--- src/rtl/lmsm_uop_sequencer_if.sv ---
// rtl/lmsm_uop_sequencer_if.sv - decode-stage LM/SM sequencer bus
interface lmsm_uop_sequencer_if;
  logic [15:0] ir;
  logic        ir_valid;
  logic        hold;
  logic        busy;
  logic        uop_valid;
  logic [15:0] uop_ir;
  logic [2:0]  uop_reg;
  logic [2:0]  uop_offset;
  logic        uop_first;
  logic        uop_last;

  // Upstream/downstream pipeline control side
  modport master (
    output ir, ir_valid, hold,
    input  busy, uop_valid, uop_ir, uop_reg, uop_offset, uop_first, uop_last
  );

  // Sequencer side
  modport slave (
    input  ir, ir_valid, hold,
    output busy, uop_valid, uop_ir, uop_reg, uop_offset, uop_first, uop_last
  );
endinterface

--- src/rtl/lmsm_uop_sequencer.sv ---
// rtl/lmsm_uop_sequencer.sv - expands multi-register LM/SM into single-register micro-ops
module lmsm_uop_sequencer (
  input  logic                   clk,
  input  logic                   rst,
  lmsm_uop_sequencer_if.slave    bus
);

  localparam logic [0:0] IDLE = 1'b0;
  localparam logic [0:0] SEQ  = 1'b1;

  logic [0:0]  state;
  logic [7:0]  rem_mask;
  logic [15:0] cur_ir;
  logic [2:0]  cnt;

  // Index of the lowest set bit; 0 for an empty mask
  function automatic logic [2:0] lsb(input logic [7:0] m);
    logic [2:0] r;
    r = 3'd0;
    for (int i = 7; i >= 0; i--) begin
      if (m[i]) r = i[2:0];
    end
    return r;
  endfunction

  logic        in_lmsm;
  logic        in_multi;
  logic [2:0]  in_idx;
  logic [7:0]  in_onehot;
  logic [7:0]  in_rest;
  logic [2:0]  seq_idx;
  logic [7:0]  seq_onehot;
  logic [7:0]  seq_rest;

  assign in_lmsm    = (bus.ir[15:12] == 4'b0110) || (bus.ir[15:12] == 4'b0111);
  // Two or more bits set: clearing the lowest bit still leaves something
  assign in_multi   = in_lmsm && ((bus.ir[7:0] & (bus.ir[7:0] - 8'd1)) != 8'd0);
  assign in_idx     = lsb(bus.ir[7:0]);
  assign in_onehot  = 8'd1 << in_idx;
  assign in_rest    = bus.ir[7:0] & ~in_onehot;
  assign seq_idx    = lsb(rem_mask);
  assign seq_onehot = 8'd1 << seq_idx;
  assign seq_rest   = rem_mask & ~seq_onehot;

  // Sequencer state and registered micro-op outputs; hold freezes everything
  always_ff @(posedge clk) begin
    if (rst) begin
      state          <= IDLE;
      rem_mask       <= 8'd0;
      cur_ir         <= 16'd0;
      cnt            <= 3'd0;
      bus.busy       <= 1'b0;
      bus.uop_valid  <= 1'b0;
      bus.uop_ir     <= 16'd0;
      bus.uop_reg    <= 3'd0;
      bus.uop_offset <= 3'd0;
      bus.uop_first  <= 1'b0;
      bus.uop_last   <= 1'b0;
    end else if (!bus.hold) begin
      case (state)
        IDLE: begin
          if (!bus.ir_valid) begin
            bus.uop_valid <= 1'b0;
          end else if (!in_multi) begin
            // Zero and single-bit masks already are a valid one-hot (or no-op) form
            bus.uop_valid  <= 1'b1;
            bus.uop_ir     <= bus.ir;
            bus.uop_reg    <= in_lmsm ? in_idx : 3'd0;
            bus.uop_offset <= 3'd0;
            bus.uop_first  <= 1'b1;
            bus.uop_last   <= 1'b1;
          end else begin
            bus.uop_valid  <= 1'b1;
            bus.uop_ir     <= {bus.ir[15:8], in_onehot};
            bus.uop_reg    <= in_idx;
            bus.uop_offset <= 3'd0;
            bus.uop_first  <= 1'b1;
            bus.uop_last   <= 1'b0;
            rem_mask       <= in_rest;
            cur_ir         <= bus.ir;
            cnt            <= 3'd1;
            bus.busy       <= 1'b1;
            state          <= SEQ;
          end
        end
        default: begin
          // The selected bit is always a member of the original mask
          bus.uop_valid  <= 1'b1;
          bus.uop_ir     <= {cur_ir[15:8], seq_onehot & cur_ir[7:0]};
          bus.uop_reg    <= seq_idx;
          bus.uop_offset <= cnt;
          bus.uop_first  <= 1'b0;
          rem_mask       <= seq_rest;
          cnt            <= cnt + 3'd1;
          if (seq_rest == 8'd0) begin
            bus.uop_last <= 1'b1;
            bus.busy     <= 1'b0;
            state        <= IDLE;
          end else begin
            bus.uop_last <= 1'b0;
          end
        end
      endcase
    end
  end

endmodule

--- src/flat_wrapper.sv ---
// flat-port wrapper written by rule: the top's interface ports become plain ports
module lmsm_uop_sequencer_flat 
  (clk, rst, bus_ir, bus_ir_valid, bus_hold, bus_busy, bus_uop_valid, bus_uop_ir, bus_uop_reg, bus_uop_offset, bus_uop_first, bus_uop_last);
  lmsm_uop_sequencer_if bus_i ();
  input  logic clk;
  input  logic rst;
  input wire logic [$bits(bus_i.ir)-1:0] bus_ir;
  input wire logic [$bits(bus_i.ir_valid)-1:0] bus_ir_valid;
  input wire logic [$bits(bus_i.hold)-1:0] bus_hold;
  output wire logic [$bits(bus_i.busy)-1:0] bus_busy;
  output wire logic [$bits(bus_i.uop_valid)-1:0] bus_uop_valid;
  output wire logic [$bits(bus_i.uop_ir)-1:0] bus_uop_ir;
  output wire logic [$bits(bus_i.uop_reg)-1:0] bus_uop_reg;
  output wire logic [$bits(bus_i.uop_offset)-1:0] bus_uop_offset;
  output wire logic [$bits(bus_i.uop_first)-1:0] bus_uop_first;
  output wire logic [$bits(bus_i.uop_last)-1:0] bus_uop_last;
  assign bus_i.ir = bus_ir;
  assign bus_i.ir_valid = bus_ir_valid;
  assign bus_i.hold = bus_hold;
  assign bus_busy = bus_i.busy;
  assign bus_uop_valid = bus_i.uop_valid;
  assign bus_uop_ir = bus_i.uop_ir;
  assign bus_uop_reg = bus_i.uop_reg;
  assign bus_uop_offset = bus_i.uop_offset;
  assign bus_uop_first = bus_i.uop_first;
  assign bus_uop_last = bus_i.uop_last;
  lmsm_uop_sequencer u_core (.clk(clk), .rst(rst), .bus(bus_i));
endmodule
--- config.mk ---
export PLATFORM = sky130hd
export DESIGN_NAME = lmsm_uop_sequencer_flat
export DESIGN_NICKNAME = d
export VERILOG_FILES = /design/src/rtl/lmsm_uop_sequencer_if.sv /design/src/rtl/lmsm_uop_sequencer.sv /design/src/flat_wrapper.sv
export SDC_FILE = /design/constraint.sdc
export NUM_CORES = 1
export LEC_CHECK = 0
export ABC_AREA = 0
export BUFFER_PORTS_ARGS = -buffer_cell sky130_fd_sc_hd__buf_2
export CAP_MARGIN = 15
export CORE_UTILIZATION = 50
export CTS_CLUSTER_DIAMETER = 200
export DETAILED_ROUTE_END_ITERATION = 7
export PLACE_DENSITY = 0.75
export RECOVER_POWER = 100
export SYNTH_ARGS = -nofsm -noshare
export SYNTH_HDL_FRONTEND = slang
export SYNTH_SLANG_ARGS = --single-unit
--- constraint.sdc ---
create_clock -name clk -period 1.9 [get_ports clk]
set_input_delay 0.19 -clock clk [delete_from_list [all_inputs] [get_ports clk]]
set_output_delay 0.19 -clock clk [all_outputs]
set_load 0.01 [all_outputs]
==> results.py, run 1 <==
metrics = {
    "power_and_ir_drop": {
        "power.static_leakage_nw": 1.18,
        "p_sw_mw": 0.628,
        "combPwrFrac_pct": 16.4,
        "p_int_mw": 1.57,
        "powerDensity_mw_per_mm2": 670,
        "p_clk_share_pct": 29.2,
        "ir_worst_vdd_uv": 529,
        "switching_share_pct": 28.6,
        "seq_power_share_pct": 54.5,
    },
    "timing": {
        "maxSlewViolCount": 0,
        "final.min_clock_period_ns": 2.04,
        "rsz0062_at_grt": "yes",
        "tightest_slew_ns": 0.704,
        "final-hold-violation-count": 0,
        "setup_violations": 9,
        "clock_skew_ns": 0.00532,
        "fin_crit_sh_pct": 107,
        "clock.fmax_mhz": 491,
        "setup_slack_ns": -0.138,
        "slew_headroom_pct": 52.7,
    },
    "die": {
        "pin_count": 46,
        "die_width_um": 76.0,
        "std_cell_rows": 26,
        "initial_core_util_pct": 52.7,
        "die-area_mm2": 0.00578,
        "die_h_um": 76.0,
        "core-area_mm2": 0.00520,
    },
    "job": {
        "maxCapViolCount": 0,
    },
    "clock_tree": {
        "clk_path_buf_depth": 2,
        "cts_max_level": 2,
        "clkTransAtPathRegs_ns": 0.10,
        "cts_root_buf": "clkbuf_8",
        "tritoncts": "done",
        "cts.sinks": 54,
        "clk_latency_ns": 0.31,
        "numCtsBuffers": 5,
    },
    "yosys": {
        "postSynthAreaPerCell_um2": 8.11,
        "ys.warnings.count": 0,
        "synthFlopType": "dfxtp_1",
        "syn_area_mm2": 0.00274,
        "synth_area_leaders": "dfxtp_1, a21oi_1, o21ai_0, nor2_1, clkbuf_1",
        "yosysSeqAreaShare_pct": 39.4,
        "synth-edff-count": 0,
        "synth.distinct_cells": 52,
        "syn_nets": 359,
        "syn_inst": 338,
        "synthTopCellsByCount": "dfxtp_1, a21oi_1, o21ai_0",
        "synthArstFlopShare_pct": 0,
        "post-synth-top-count-cell": "dfxtp_1",
        "yosysTopAreaCell": "dfxtp_1",
        "synth_seq_cells": 54,
        "synth_top_area_share_pct": 39.4,
    },
    "grt": {
        "overflow": 0,
        "grt_pass1_wl_um": 13200,
        "grt_pass1_vias": 2678,
        "grt_max_degree": 21,
        "grtUsageTotal_pct": 28.8,
        "antenna_found_initial": 0,
    },
    "setup_path": {
        "critPathArrivalTime_ns": 2.26,
        "cp-startpoint": "u_core.rem_mask[0]",
        "worstPathRequired_ns": 2.12,
        "crit_path_max_fanout": 4,
        "worst_setup_path_end_kind": "flip-flop",
        "critPathKind": "flip-flop to flip-flop",
        "r2r_start": "u_core.rem_mask[0]",
        "worstSetupStartpointType": "flip-flop",
    },
    "final_layout": {
        "fin_util_pct": 63.1,
        "area_delta_synth_final_pct": 19.8,
        "diodes": 0,
        "reg_top3": "u_core.bus.uop_ir: 16 flops, u_core.cur_ir: 16 flops, u_core.rem_mask: 8 flops",
        "n_fill_cell": 492,
        "fin_nets": 417,
        "drive_gt1_share_pct": 19.4,
    },
    "routing": {
        "routedWlPerCell_um": 17.6,
        "via_per_inst": 6.06,
        "drt_iter0_markers": 246,
        "antenna_left": 0,
        "dr.pass1.iters": 5,
        "vias": 2829,
        "wl_um": 8210,
        "drc": 0,
    },
    "min_path": {
        "min_from": "bus_ir[9]",
        "min_path_type": "primary input to flip-flop",
    },
    "placement": {
        "finalWeightedCongestion": 0.883,
        "io_buffers": 45,
        "dpl_worst_slack_ns": -0.131,
        "dpl.hpwl_um": 6010,
    },
    "status": {
        "violations": "setup timing",
        "outcome": "complete, but fails checks",
    },
}
==> final cells by class <==
class | count | area [um^2] | area share [%]
multi-input combinational | 244 | 1520 | 46.3
sequential | 54 | 1080 | 33.0
timing repair buffer | 85 | 484 | 14.7
tap | 70 | 87.6 | 2.67
clock buffer | 6 | 72.6 | 2.21
inverter | 6 | 22.5 | 0.686
clock inverter | 2 | 13.8 | 0.419
==> stage by stage <==
stage | instances | hold slack (ns) | power, mW | cell area, um^2 | setup TNS (ns)
after CTS | 466 | 0.130 | 2.21 | 3320 | -0.347
after floorplan | 338 | 0.330 | 1.43 | 2760 | -0.412
after global routing | 467 | 0.139 | 2.29 | 3280 | -2.19
after detailed placement | 458 | 0.446 | 1.59 | 3230 | -0.248
final | 467 | 0.129 | 2.20 | 3280 | -0.731
after global placement | 458 | 0.445 | 1.58 | 3230 | -0.0880
==> power groups by stage <==
| stage | combinational, mW | sequential, mW | clock, mW |
|---|---|---|---|
| after global routing | 0.390 | 1.20 | 0.696 |
| after floorplan | 0.198 | 1.23 | 0 |
| after global placement | 0.360 | 1.22 | 0 |
| after CTS | 0.367 | 1.20 | 0.646 |
| final | 0.360 | 1.20 | 0.641 |
| after detailed placement | 0.364 | 1.22 | 0 |
==> cell usage in the layout, fill, tap and decap left out, types with 4 or more instances in the layout <==
master / instances
o31ai_1: 4
dfxtp_1: 53
o21ai_0: 31
buf_2: 18
clkbuf_1: 29
inv_1: 6
nand3_1: 18
nor2_1: 31
a31oi_1: 11
buf_4: 34
o22ai_1: 4
a21oi_1: 36
nand2_1: 11
clkbuf_8: 5
nor3_1: 14
a211oi_1: 10
nor2b_1: 6
mux2i_1: 8
==> worst paths after layout <==
| check | cells after the start | slack (ns) | to |
|---|---|---|---|
| hold / removal | 3 | 0.13 | u_core.cur_ir[9] |
| setup / recovery | 4 | -0.14 | u_core.rem_mask[7] |
| hold reg to reg | 1 | 0.48 | u_core.cur_ir[15] |
| setup reg to reg | 4 | -0.14 | u_core.rem_mask[7] |
==> worst max-delay path, cell delays in order (launching register included) <==
cell and delay, ns:
dfxtp_2 0.33, or4_4 0.56, or3_1 0.46, or3_1 0.34, a32o_1 0.25
==> layer usage <==
layer / up-vias / share of wire [%] / global-route usage [%]
li1: 1380 / - / -
met1: 1310 / 46 / 38.2
met2: 120 / 45 / 46.3
met3: 19 / 6.2 / 5.63
met4: 0 / 2.8 / 11.2
met5: - / 0 / 0
==> cells by family after synthesis <==
logic type                 count (synthesis)  synth area share (%)
buffers and inverters                     40                  6.25
AOI/OAI and AO/OA                        134                  32.5
adders and majority gates                  1                 0.456
and+or+nand+nor                          100                  18.1
muxes                                      9                  3.33
DFF                                       54                  39.4
==> timing repair <==
| action | 4_1_cts | 5_1_grt |
|---|---|---|
| hold buffers | 0 | 0 |
| endpoints found under the setup margin | 5 | 7 |
| pin swaps | 0 | 1 |
| gates resized for setup | 2 | 6 |
| setup buffers | 0 | 1 |
(Power assumes the default switching activity.)
==> run 2, diff against run 1 <==
--- a/config.mk
+++ b/config.mk
@@ -11,7 +11,7 @@
 export CORE_UTILIZATION = 50
 export CTS_CLUSTER_DIAMETER = 200
 export DETAILED_ROUTE_END_ITERATION = 7
-export PLACE_DENSITY = 0.75
+export PLACE_DENSITY = 0.82
 export RECOVER_POWER = 100
 export SYNTH_ARGS = -nofsm -noshare
 export SYNTH_HDL_FRONTEND = slang
==> results.py, run 2 (synthesis results as in run 1) <==
metrics = {
    "routing": {
        "routedWlPerCell_um": 17.2,
        "vias": 2899,
        "drt_iter0_markers": 242,
        "drc": 0,
        "wl_um": 8040,
        "via_per_inst": 6.22,
        "dr.pass1.iters": 5,
        "antenna_left": 0,
    },
    "final_layout": {
        "diodes": 0,
        "reg_top3": "u_core.bus.uop_ir: 16 flops, u_core.cur_ir: 16 flops, u_core.rem_mask: 8 flops",
        "fin_cells": 466,
        "final_area_mm2": 0.00331,
        "fin_util_pct": 63.6,
        "drive_gt1_share_pct": 19.2,
        "final_cell_mix": "dfxtp_1, a21oi_1, buf_4",
        "final_common_cell": "dfxtp_1",
        "fin_nets": 416,
        "area_delta_synth_final_pct": 20.7,
    },
    "die": {
        "std_cell_rows": 26,
        "pin_count": 46,
        "core-area_mm2": 0.00520,
        "die-area_mm2": 0.00578,
        "die_width_um": 76.0,
        "die_h_um": 76.0,
        "initial_core_util_pct": 52.7,
    },
    "timing": {
        "clock.fmax_mhz": 513,
        "setup_slack_ns": -0.0478,
        "clock_skew_ns": 0.00928,
        "tightest_slew_ns": 0.541,
        "fin_crit_sh_pct": 103,
        "holdWs_ns": 0.129,
        "final-hold-violation-count": 0,
        "setup_violations": 4,
        "slew_headroom_pct": 63.5,
        "final.min_clock_period_ns": 1.95,
        "maxSlewViolCount": 0,
        "rsz0062_at_grt": "yes",
    },
    "min_path": {
        "min_path_type": "primary input to flip-flop",
        "hold_end": "u_core.cur_ir[11]",
        "worstHoldPathCells": 3,
        "min_from": "bus_ir[11]",
    },
    "placement": {
        "dpl.hpwl_um": 5880,
        "finalWeightedCongestion": 0.959,
        "placed_area_mm2": 0.00321,
        "dp_cells": 457,
        "io_buffers": 45,
    },
    "grt": {
        "overflow": 0,
        "grt_pass1_wl_um": 13400,
        "antenna_found_initial": 0,
        "grt_pass1_vias": 2687,
        "grtUsageTotal_pct": 28.7,
        "grt_max_degree": 44,
    },
    "job": {
        "maxCapViolCount": 0,
    },
    "setup_path": {
        "worstPathRequired_ns": 2.11,
        "worst_setup_path_end_kind": "flip-flop",
        "rrSetupSlack_ns": -0.05,
        "r2r_start": "u_core.rem_mask[3]",
        "worstSetupStartpointType": "flip-flop",
        "critPathArrivalTime_ns": 2.16,
        "critPathKind": "flip-flop to flip-flop",
        "cp-startpoint": "u_core.rem_mask[3]",
        "r2r_end": "u_core.rem_mask[7]",
        "reg2regPathDepth": 4,
        "crit_path_max_fanout": 5,
    },
    "power_and_ir_drop": {
        "ir_worst_vdd_uv": 392,
        "powerDensity_mw_per_mm2": 709,
        "power.static_leakage_nw": 1.19,
    },
    "status": {
        "outcome": "complete, but fails checks",
        "violations": "setup timing",
    },
    "clock_tree": {
        "tritoncts": "done",
        "numCtsBuffers": 5,
        "cts.sinks": 54,
        "clk_path_buf_depth": 2,
        "holdBufCountCts": 0,
        "cts_max_level": 2,
        "clkTransAtPathRegs_ns": 0.10,
        "cts_root_buf": "clkbuf_8",
        "clk_latency_ns": 0.31,
    },
}
## run 2: cell types whose count changed in the layout (fill, tap and decap cells not counted), sizes merged
cell and change:
clkinv -1, clkbuf +1, inv +1, bufinv +1, buf -3
## run 2: layer usage
metal / track usage [%] / vias up / share of wire, %
met5: 0 / - / 0
met4: 9.42 / 0 / 2.6
met3: 5.99 / 23 / 8.5
met2: 45.1 / 157 / 45
met1: 39.3 / 1347 / 43
li1: - / 1372 / -
## run 2: what timing repair did
action / 4_1_cts / 5_1_grt
cloned: 0 / 0
gates resized for setup: 4 / 2
pin swaps: 2 / 0
buffers inserted: 0 / 1
endpoints found under the setup margin: 5 / 5
## run 2: power by group
group / switching, mW / internal, mW / total, mW
Sequential: 0.0281 / 1.17 / 1.20
Clock: 0.393 / 0.396 / 0.788
Combinational: 0.217 / 0.140 / 0.357
## run 2: worst max-delay path by stage
| stage | depth (start not counted) | slack (ns) | to |
|---|---|---|---|
| CTS | 4 | -0.04 | u_core.rem_mask[7] |
| global placement | 5 | -0.05 | u_core.bus.uop_ir[7] |
| floorplan | 6 | -0.15 | u_core.rem_mask[7] |
| detailed placement | 5 | -0.08 | u_core.bus.uop_ir[7] |
| finish | 4 | -0.05 | u_core.rem_mask[7] |
| global route | 4 | -0.10 | u_core.rem_mask[7] |
## run 2: final cells by class
| class | count | area (um^2) |
|---|---|---|
| fillers | 493 | 1900 |
| multi-input cells | 244 | 1530 |
| flip-flops and latches | 54 | 1080 |
| repair buffers | 84 | 470 |
| well taps | 70 | 87.6 |
| clock buffers | 5 | 68.8 |
| clock inverters | 3 | 43.8 |
| inverters | 6 | 22.5 |
## run 2: metrics by stage
step	power [mW]	setup slack [ns]	TNS, ns
detailed placement	1.58	-0.0845	-0.250
CTS	2.35	-0.0420	-0.0883
global placement	1.57	-0.0527	-0.0963
global route	2.45	-0.103	-0.965
finish	2.34	-0.0478	-0.0609
floorplan	1.43	-0.146	-0.412
## run 2: critical path, stage by stage (launching register included)
cell and delay, ns:
dfxtp_1 0.32, or4_4 0.59, or3_4 0.37, or3_1 0.31, a32o_1 0.26
==> run 3, diff against run 2 <==
--- a/config.mk
+++ b/config.mk
@@ -12,7 +12,7 @@
 export CTS_CLUSTER_DIAMETER = 200
 export DETAILED_ROUTE_END_ITERATION = 7
 export PLACE_DENSITY = 0.82
-export RECOVER_POWER = 100
+export RECOVER_POWER = 50
 export SYNTH_ARGS = -nofsm -noshare
 export SYNTH_HDL_FRONTEND = slang
 export SYNTH_SLANG_ARGS = --single-unit
==> results.py, run 3 (synthesis results as in run 1) <==
metrics = {
    "die": {
        "die_width_um": 76.0,
        "initial_core_util_pct": 52.7,
        "std_cell_rows": 26,
        "core-area_mm2": 0.00520,
        "pin_count": 46,
        "die_h_um": 76.0,
        "die-area_mm2": 0.00578,
    },
    "min_path": {
        "min_from": "bus_ir[11]",
        "min_path_type": "primary input to flip-flop",
        "hold_end": "u_core.cur_ir[11]",
        "worstHoldPathCells": 3,
    },
    "timing": {
        "clock.fmax_mhz": 513,
        "setup_slack_ns": -0.0482,
        "slew_headroom_pct": 63.2,
        "rsz0062_at_grt": "yes",
        "clock_skew_ns": 0.00713,
        "tightest_slew_ns": 0.551,
        "final-hold-violation-count": 0,
        "final.min_clock_period_ns": 1.95,
        "fin_crit_sh_pct": 103,
        "setup_violations": 3,
        "maxSlewViolCount": 0,
        "finalSetupTns_ns": -0.0555,
    },
    "setup_path": {
        "crit_path_max_incr_delay_ns": 0.59,
        "crit_chain": "or4_4 -> or3_4 -> or3_1 -> a32o_1",
        "worst_setup_path_end_kind": "flip-flop",
        "crit_path_max_fanout": 5,
        "crit_buf_inv": 0,
        "reg2regPathDepth": 4,
        "worstPathRequired_ns": 2.11,
        "worstSetupStartpointType": "flip-flop",
        "crit_family": "simple AND/OR/NAND/NOR gates",
        "rrSetupSlack_ns": -0.05,
        "r2r_end": "u_core.rem_mask[7]",
        "slowest_stage": "or4_4",
        "r2r_start": "u_core.rem_mask[3]",
        "critPathKind": "flip-flop to flip-flop",
        "critPathArrivalTime_ns": 2.16,
    },
    "power_and_ir_drop": {
        "p_clk_share_pct": 33.7,
        "p_int_mw": 1.71,
        "combPwrFrac_pct": 15.3,
        "power.total_mw": 2.35,
        "p_sw_mw": 0.642,
        "ir_worst_vdd_uv": 392,
        "powerDensity_mw_per_mm2": 708,
        "power.static_leakage_nw": 1.20,
        "seq_power_share_pct": 51.0,
        "switching_share_pct": 27.3,
    },
    "grt": {
        "grt_pass1_wl_um": 13400,
        "grt_max_degree": 44,
        "overflow": 0,
        "grt_pass1_vias": 2687,
        "grtUsageTotal_pct": 28.7,
        "antenna_found_initial": 0,
    },
    "clock_tree": {
        "clkTransAtPathRegs_ns": 0.10,
        "clk_latency_ns": 0.31,
        "numCtsBuffers": 5,
        "cts.sinks": 54,
        "tritoncts": "done",
        "clk_path_buf_depth": 2,
        "cts_max_level": 2,
        "cts_root_buf": "clkbuf_8",
        "holdBufCountCts": 0,
    },
    "final_layout": {
        "fin_nets": 416,
        "final_common_cell": "dfxtp_1",
        "diodes": 0,
        "reg_top3": "u_core.bus.uop_ir: 16 flops, u_core.cur_ir: 16 flops, u_core.rem_mask: 8 flops",
        "area_delta_synth_final_pct": 21.2,
        "multiInputGateArea_mm2": 0.00154,
        "n_fill_cell": 488,
        "drive_gt1_share_pct": 19.7,
        "seqCellArea_mm2": 0.00108,
        "final_cell_mix": "dfxtp_1, a21oi_1, buf_4",
    },
    "routing": {
        "routedWlPerCell_um": 17.3,
        "antenna_left": 0,
        "drt_iter0_markers": 290,
        "drc": 0,
        "wl_um": 8090,
        "dr.pass1.iters": 5,
        "via_per_inst": 6.20,
        "vias": 2888,
    },
    "status": {
        "violations": "setup timing",
        "outcome": "complete, but fails checks",
    },
    "placement": {
        "io_buffers": 45,
        "finalWeightedCongestion": 0.959,
        "dpl.hpwl_um": 5880,
    },
    "job": {
        "maxCapViolCount": 0,
    },
}
## run 3: cell type report
class	instances	area share, %
multi-input cells	244	46.3
flip-flops and latches	54	32.5
repair buffers	84	14.4
well taps	70	2.64
clock buffers	5	2.07
clock inverters	3	1.32
inverters	6	0.678
## run 3: per-layer routing
| metal | share of wire (%) | global-route usage [%] | vias up | routed length (um) |
|---|---|---|---|---|
| li1 | - | - | 1371 | - |
| met1 | 44 | 39.3 | 1343 | 3540 |
| met2 | 45 | 45.1 | 153 | 3650 |
| met3 | 9.0 | 5.99 | 21 | 726 |
| met4 | 2.2 | 9.42 | 0 | 174 |
| met5 | 0 | 0 | - | 0 |
## run 3: per-stage QoR
step / hold slack [ns] / cells / utilization (%) / cell area, um^2 / setup slack [ns]
floorplan: 0.330 / 338 / - / 2760 / -0.146
global placement: 0.445 / 457 / 61.6 / 3210 / -0.0527
detailed placement: 0.447 / 457 / 61.6 / 3210 / -0.0845
CTS: 0.129 / 465 / 64.3 / 3340 / -0.0420
global route: 0.128 / 466 / 63.8 / 3320 / -0.103
finish: 0.123 / 466 / 63.8 / 3320 / -0.0482
## run 3: worst max path at each step
stage | startpoint | end | slack (ns) | depth (start not counted)
final | u_core.rem_mask[3] | u_core.rem_mask[7] | -0.05 | 4
after global routing | u_core.rem_mask[3] | u_core.rem_mask[7] | -0.10 | 4
after CTS | u_core.rem_mask[3] | u_core.rem_mask[7] | -0.04 | 4
after detailed placement | u_core.rem_mask[0] | u_core.bus.uop_ir[7] | -0.08 | 5
after global placement | u_core.rem_mask[0] | u_core.bus.uop_ir[7] | -0.05 | 5
after floorplan | u_core.rem_mask[1] | u_core.rem_mask[7] | -0.15 | 6
## run 3: power groups by stage
| stage | registers, mW | logic, mW | clock network [mW] |
|---|---|---|---|
| final | 1.20 | 0.360 | 0.792 |
| after global routing | 1.20 | 0.394 | 0.855 |
| after CTS | 1.20 | 0.363 | 0.790 |
| after detailed placement | 1.22 | 0.357 | 0 |
| after global placement | 1.22 | 0.351 | 0 |
| after floorplan | 1.23 | 0.198 | 0 |
## run 3: worst register-to-register path, delay by kind of cell (launching register included)
kind | cells | cell delay (ns)
AOI/OAI and AO/OA | 1 | 0.26
and+or+nand+nor | 3 | 1.27
DFF | 1 | 0.32
## run 3: repair_timing
item                       CTS  global route
buffers inserted             0             1
pin swaps                    2             0
setup endpoints to repair    5             5
resized for setup            4             2
